**src/rtl/bus_arb.sv**
```systemverilog
// Two-master (instruction / data) to single system bus arbiter with round-robin
// tie-breaking, combinational pass-through while a master owns the bus, and a bus timeout.
module bus_arb #(
    parameter int ADDR_WIDTH = 32,
    parameter int DATA_WIDTH = 32,
    parameter int BEN_WIDTH  = 4,
    parameter int TMO_CYCLES = 256
) (
    input  logic                  clk,
    input  logic                  nrst,
    // instruction master (read-only)
    input  logic [ADDR_WIDTH-1:0] i_IAddr,
    input  logic                  i_ICmd,
    output logic [DATA_WIDTH-1:0] o_IData,
    output logic                  o_IRdy,
    output logic                  o_IErr,
    // data master
    input  logic [ADDR_WIDTH-1:0] i_DAddr,
    input  logic                  i_DCmd,
    input  logic                  i_DRnW,
    input  logic [BEN_WIDTH-1:0]  i_DBen,
    input  logic [DATA_WIDTH-1:0] i_DData,
    output logic [DATA_WIDTH-1:0] o_DData,
    output logic                  o_DRdy,
    output logic                  o_DErr,
    // system bus
    output logic [ADDR_WIDTH-1:0] o_SAddr,
    output logic                  o_SCmd,
    output logic                  o_SRnW,
    output logic [BEN_WIDTH-1:0]  o_SBen,
    output logic [DATA_WIDTH-1:0] o_SData,
    input  logic [DATA_WIDTH-1:0] i_SData,
    input  logic                  i_SRdy,
    input  logic                  i_SErr
);

    typedef enum logic [1:0] {
        IDLE  = 2'd0,
        OWN_I = 2'd1,
        OWN_D = 2'd2
    } state_t;

    typedef enum logic {
        MST_I = 1'b0,
        MST_D = 1'b1
    } mst_t;

    // A single-bit counter is enough when the timeout is disabled or one cycle long.
    localparam int               CNT_W    = (TMO_CYCLES > 1) ? $clog2(TMO_CYCLES) : 1;
    localparam bit               TMO_EN   = (TMO_CYCLES != 0);
    localparam logic [CNT_W-1:0] CNT_MAX  = '1;
    localparam logic [CNT_W-1:0] CNT_LAST = TMO_EN ? CNT_W'(TMO_CYCLES - 1) : CNT_MAX;

    state_t           state_q, state_d;
    mst_t             lg_q, lg_d;
    logic [CNT_W-1:0] cnt_q, cnt_d;

    logic             tmo_hit;
    logic             bus_err;
    logic             bus_rdy;
    logic             bus_done;
    logic [CNT_W-1:0] cnt_inc;

    // A genuine slave response in the timeout cycle beats the timeout; Err beats Rdy.
    assign tmo_hit  = TMO_EN && (cnt_q == CNT_LAST);
    assign bus_err  = i_SErr | (tmo_hit & ~i_SRdy);
    assign bus_rdy  = i_SRdy & ~i_SErr;
    assign bus_done = bus_err | bus_rdy;
    assign cnt_inc  = (cnt_q == CNT_MAX) ? cnt_q : cnt_q + CNT_W'(1);

    always_ff @(posedge clk) begin
        if (!nrst) begin
            state_q <= IDLE;
            lg_q    <= MST_I;
            cnt_q   <= '0;
        end else begin
            state_q <= state_d;
            lg_q    <= lg_d;
            cnt_q   <= cnt_d;
        end
    end

    always_comb begin
        state_d = state_q;
        lg_d    = lg_q;
        cnt_d   = cnt_q;

        o_IData = '0;
        o_IRdy  = 1'b0;
        o_IErr  = 1'b0;
        o_DData = '0;
        o_DRdy  = 1'b0;
        o_DErr  = 1'b0;
        o_SAddr = '0;
        o_SCmd  = 1'b0;
        o_SRnW  = 1'b0;
        o_SBen  = '0;
        o_SData = '0;

        unique case (state_q)
            IDLE: begin
                // On a tie, the master that did not win last time is served.
                if (i_DCmd && (!i_ICmd || (lg_q == MST_I))) begin
                    state_d = OWN_D;
                    lg_d    = MST_D;
                    cnt_d   = '0;
                end else if (i_ICmd) begin
                    state_d = OWN_I;
                    lg_d    = MST_I;
                    cnt_d   = '0;
                end
            end

            OWN_I: begin
                o_SCmd  = 1'b1;
                o_SAddr = i_IAddr;
                o_SRnW  = 1'b1;
                o_SBen  = '1;
                o_SData = '0;
                o_IData = i_SData;
                o_IErr  = bus_err;
                o_IRdy  = bus_rdy;
                if (bus_done) begin
                    state_d = IDLE;
                end else begin
                    cnt_d = cnt_inc;
                end
            end

            OWN_D: begin
                o_SCmd  = 1'b1;
                o_SAddr = i_DAddr;
                o_SRnW  = i_DRnW;
                o_SBen  = i_DBen;
                o_SData = i_DData;
                o_DData = i_SData;
                o_DErr  = bus_err;
                o_DRdy  = bus_rdy;
                if (bus_done) begin
                    state_d = IDLE;
                end else begin
                    cnt_d = cnt_inc;
                end
            end

            default: begin
                state_d = IDLE;
            end
        endcase
    end

endmodule

```
**config.mk**
```make
export PLATFORM = sky130hd
export DESIGN_NAME = bus_arb
export DESIGN_NICKNAME = d
export VERILOG_FILES = /design/src/rtl/bus_arb.sv
export SDC_FILE = /design/constraint.sdc
export NUM_CORES = 1
export LEC_CHECK = 0
export CAP_MARGIN = 10
export CORE_AREA = 2 2 108 110
export CTS_CLUSTER_SIZE = 8
export DETAILED_ROUTE_END_ITERATION = 8
export DIE_AREA = 0 0 110 112
export PLACE_DENSITY = 0.66
export SLEW_MARGIN = 15
export SYNTH_ARGS = -nofsm -noshare
export SYNTH_HDL_FRONTEND = slang
export SYNTH_SLANG_ARGS = --single-unit
```
**constraint.sdc**
```tcl
create_clock -name clk -period 3.9 [get_ports clk]
set_clock_uncertainty 0.1 [all_clocks]
set_input_delay 0.78 -clock clk [delete_from_list [all_inputs] [get_ports clk]]
set_output_delay 0.78 -clock clk [all_outputs]
set_load 0.02 [all_outputs]
```
==> key figures <==
Status
  – Status: completed

Pwr
  – Leak Pwr: 1.692 nW
  – Comb pwr share: between 60% and 70%
  – Final Power: 0.0009543 W
  – Sw Pwr: 0.0003502 W
  – Pint: between 0.0006 and 0.0007 W
  – Clock power share: 20.2%
  – Worst vdd ir: approximately 0.11 mV
  – PD cells: 196.2 nW/um^2
  – Sequential power share: 12.5%
  – Net Sw Frac: 36.70%

Critical path
  – Reg2reg end: state_q[0]$_SDFFE_PN0P_
  – Worst reg-to-reg path cell count: 6
  – CP startpoint kind: flip-flop
  – Critical path, cell by cell: inv_1, ha_2, buf_4, a22oi_1, nor2b_1, clkdlybuf4s50_1
  – Worst path bufs/invs: 3
  – Worst r2r src: state_q[0]$_SDFFE_PN0P_
  – Slowest-stage cell, CP: clkdlybuf4s50_1
  – CP delay by family, top: buffers and inverters
  – Crit Path Class: reg -> out
  – Crit end category: primary output
  – R2r setup slk: 1.71 ns
  – Worst Path Arrival: 2.43 ns
  – Max stage delay on crit path: 0.61 ns
  – Critical Path RT: just over 3 ns
  – CP max FO: 34

Clock tree
  – CTS tree: done
  – CTS root buffer: clkbuf_16
  – Post-CTS Resized: 0
  – Post-CTS setup buffer count: 0
  – Reg clk slew, reported paths: 0.05 ns
  – Post-CTS Hold Buffers: 0
  – Sink Count: 11
  – # H-tree levels: 1
  – Clk Latency, worst-skew pair: 0.24 ns
  – Number of CTS-inserted buffers: 3
  – Maximum clock path buffer count: 2

Floorplan
  – Num rows: 39
  – Die W: 110 microns
  – Die span in y: 112 microns
  – Core Area: 11,170 sq um
  – Starting density of the core: 16.67%
  – Die area: about 12,000 sq um
  – Ports: 277

Detailed routing
  – Starting DRT DRC Count: 128
  – Routed WL: 11.36 mm
  – Pre-antenna DRT Iters: 4
  – Via/cell ratio: 4.343
  – Wire per inst: 16.86 microns
  – DRT antenna net count: 0
  – Vias: between 2,000 and 3,000
  – DRC viols: 0

Finish
  – Area growth, synth to finish: 161.0%
  – Diode count: 0
  – Area of the multi-input gates: 1524 sq um
  – Cell Count, Final, Fillers Out: 674
  – Nets: between 600 and 700
  – Final Cell Area: 4863 sq um
  – FF+latch area: 220.2 sq um
  – Layout fillers: 1,137
  – Share of layout cells above drive strength 1: 3.202%

Yosys
  – Post-synth ARST share: 0%
  – Post-Syn Instances: 270
  – Yosys warnings: 0
  – Count leader, synth: and2_1
  – Main area contributors after synthesis: and2_1 33%, a22oi_1 13%, nor2b_1 12%, dfxtp_1 12%, clkbuf_1 4.0%
  – Most frequent cells after synthesis: 99 x and2_1, 37 x nor2b_1, 32 x a22oi_1, 20 x clkbuf_1, 11 x dfxtp_1
  – Seq/Total Area, Yosys: a little under an eighth
  – Yosys top cell area share: around 33%
  – Syn_area_per_cell: 6.900 sq um
  – Area of the mapped netlist: 1863 sq um
  – Top FF cell, synth: dfxtp_1
  – Post-synth cell types: 32
  – Net count after synthesis: slightly above 400
  – Seq cells post-synth: 11
  – Post-synth top area cell: and2_1
  – EDFF count, synth: 0

Global routing
  – All-Layer GR Usage: 16.70%
  – Global-route wire length before repair: about 16 mm
  – Largest net degree at the start of global routing: 40
  – Number of global-route vias before repair: around 2,900
  – Initial antenna violation count: 0
  – GR Overflow Total: 0

Timing
  – Period utilization: 84.96%
  – Min Tclk post-route: between 3 and 4 ns
  – Final setup TNS: 0 ns
  – Fmax: 301.8 MHz
  – Slew of the pin with the lowest slew margin: around 0.52 ns
  – Final Setup Violations: 0
  – Setup ws final: just under 0.6 ns
  – Unrepaired setup endpoints after global routing: no
  – Final hold violations: 0
  – Slew Viols, Final: 0
  – Worst slew margin: 65.30%

Job
  – Max-cap violations: 0

Placed design
  – Worst slack, placed: 0.7411 ns
  – Placed Cells: 670
  – PortBufs: 276
  – Placed inst area: about 4800 sq um
  – DP HPWL: 9.360 mm
  – GPL Wtd Cong: roughly 0.89

Min path
  – Hold path depth: 1
  – Worst Min Path Start: cnt_q[7]$_SDFFE_PN0P_
  – Hold EP: cnt_q[7]$_SDFFE_PN0P_
  – HP Class: reg -> reg
logic make-up after synthesis:
group           Yosys count  synth area share [%]
fa+ha+maj                 4                 2.686
mux                       1                0.5373
buf+inv                  30                 6.648
compound gates           61                 23.57
simple gates            163                 54.73
flops                    11                 11.82
power by group through the flow:
stage	Combinational (W)	Clock, W	Sequential [W]
floorplan	0.000282	0	0.000121
global placement	0.000639	0	0.000121
detailed placement	0.000646	0	0.000122
CTS	0.000650	0.000192	0.000120
global route	0.000683	0.000198	0.000120
finish	0.000642	0.000193	0.000120
flip-flops by register name (all words and copies together) (netlist names):
register,flops
state_q,2
cnt_q,8
lg_q,1
area by class of cell:
type	count	area share [%]
Inverter	6	0.4631
Sequential cell	11	4.528
Timing Repair Buffer	281	58.35
Clock buffer	3	1.544
Clock inverter	1	0.1029
Multi-Input combinational cell	229	31.34
Tap cell	143	3.679
routing by layer:
layer  GRT usage (%)  wire length [microns]  up-vias
li1                -                      -     1452
met1           20.08                   4617     1347
met2           30.84                   5765      119
met3           2.810                    858        9
met4           2.869                    123        0
met5               0                      0        -
how the worst max path moves through the flow:
stage	start	endpoint	slack [ns]	cells past startpoint
2_1_floorplan	state_q[0]$_SDFFE_PN0P_	o_SAddr[0]	1.42	5
3_3_place_gp	i_SRdy	o_DErr	0.74	4
3_5_place_dp	i_SRdy	o_DErr	0.74	4
4_1_cts	state_q[1]$_SDFFE_PN0P_	o_SAddr[19]	0.55	6
5_1_grt	state_q[1]$_SDFFE_PN0P_	o_SRnW	0.43	6
6_report	state_q[1]$_SDFFE_PN0P_	o_SAddr[19]	0.59	6
worst register-to-register path: cells and delay by family (launching register included):
kind | cells | cell delay [ns]
compound gates | 2 | 0.64
fa+ha+maj | 1 | 0.57
simple gates | 2 | 0.37
flops | 1 | 0.33
buf+inv | 1 | 0.08
cell usage in the layout, fill, tap and decap left out:
cell type / netlist / final
ha_2: 0 / 2
nor2b_1: 37 / 37
o2111ai_1: 1 / 1
nand4_1: 4 / 4
o21a_1: 1 / 1
nand2b_1: 3 / 3
a31oi_1: 10 / 10
and2_1: 99 / 99
nor3b_2: 1 / 1
o21ai_0: 2 / 2
clkbuf_16: 0 / 3
a22oi_1: 32 / 32
nand3b_1: 1 / 1
buf_4: 0 / 2
o221ai_2: 1 / 1
dfxtp_1: 11 / 11
nand3_1: 3 / 3
mux2i_1: 1 / 1
o221ai_1: 2 / 2
clkdlybuf4s50_1: 0 / 276
and3_1: 4 / 4
a311oi_1: 1 / 1
nand3_2: 1 / 1
nand2_1: 4 / 4
nor2_1: 4 / 4
nor2_2: 1 / 1
clkinv_2: 0 / 1
o32ai_1: 2 / 2
inv_1: 6 / 6
ha_1: 4 / 2
nor3b_4: 1 / 1
buf_12: 0 / 3
o31ai_1: 1 / 1
a21oi_1: 7 / 7
o21ai_2: 1 / 1
through the flow:
step | util (%) | hold WS (ns)
6_report | 43.52 | 0.4113
5_1_grt | 43.52 | 0.4161
4_1_cts | 43.52 | 0.3973
3_5_place_dp | 42.81 | 0.3908
3_3_place_gp | 42.81 | 0.3552
2_1_floorplan | - | 0.3386
No activity file was read; power rests on OpenSTA's default activity.
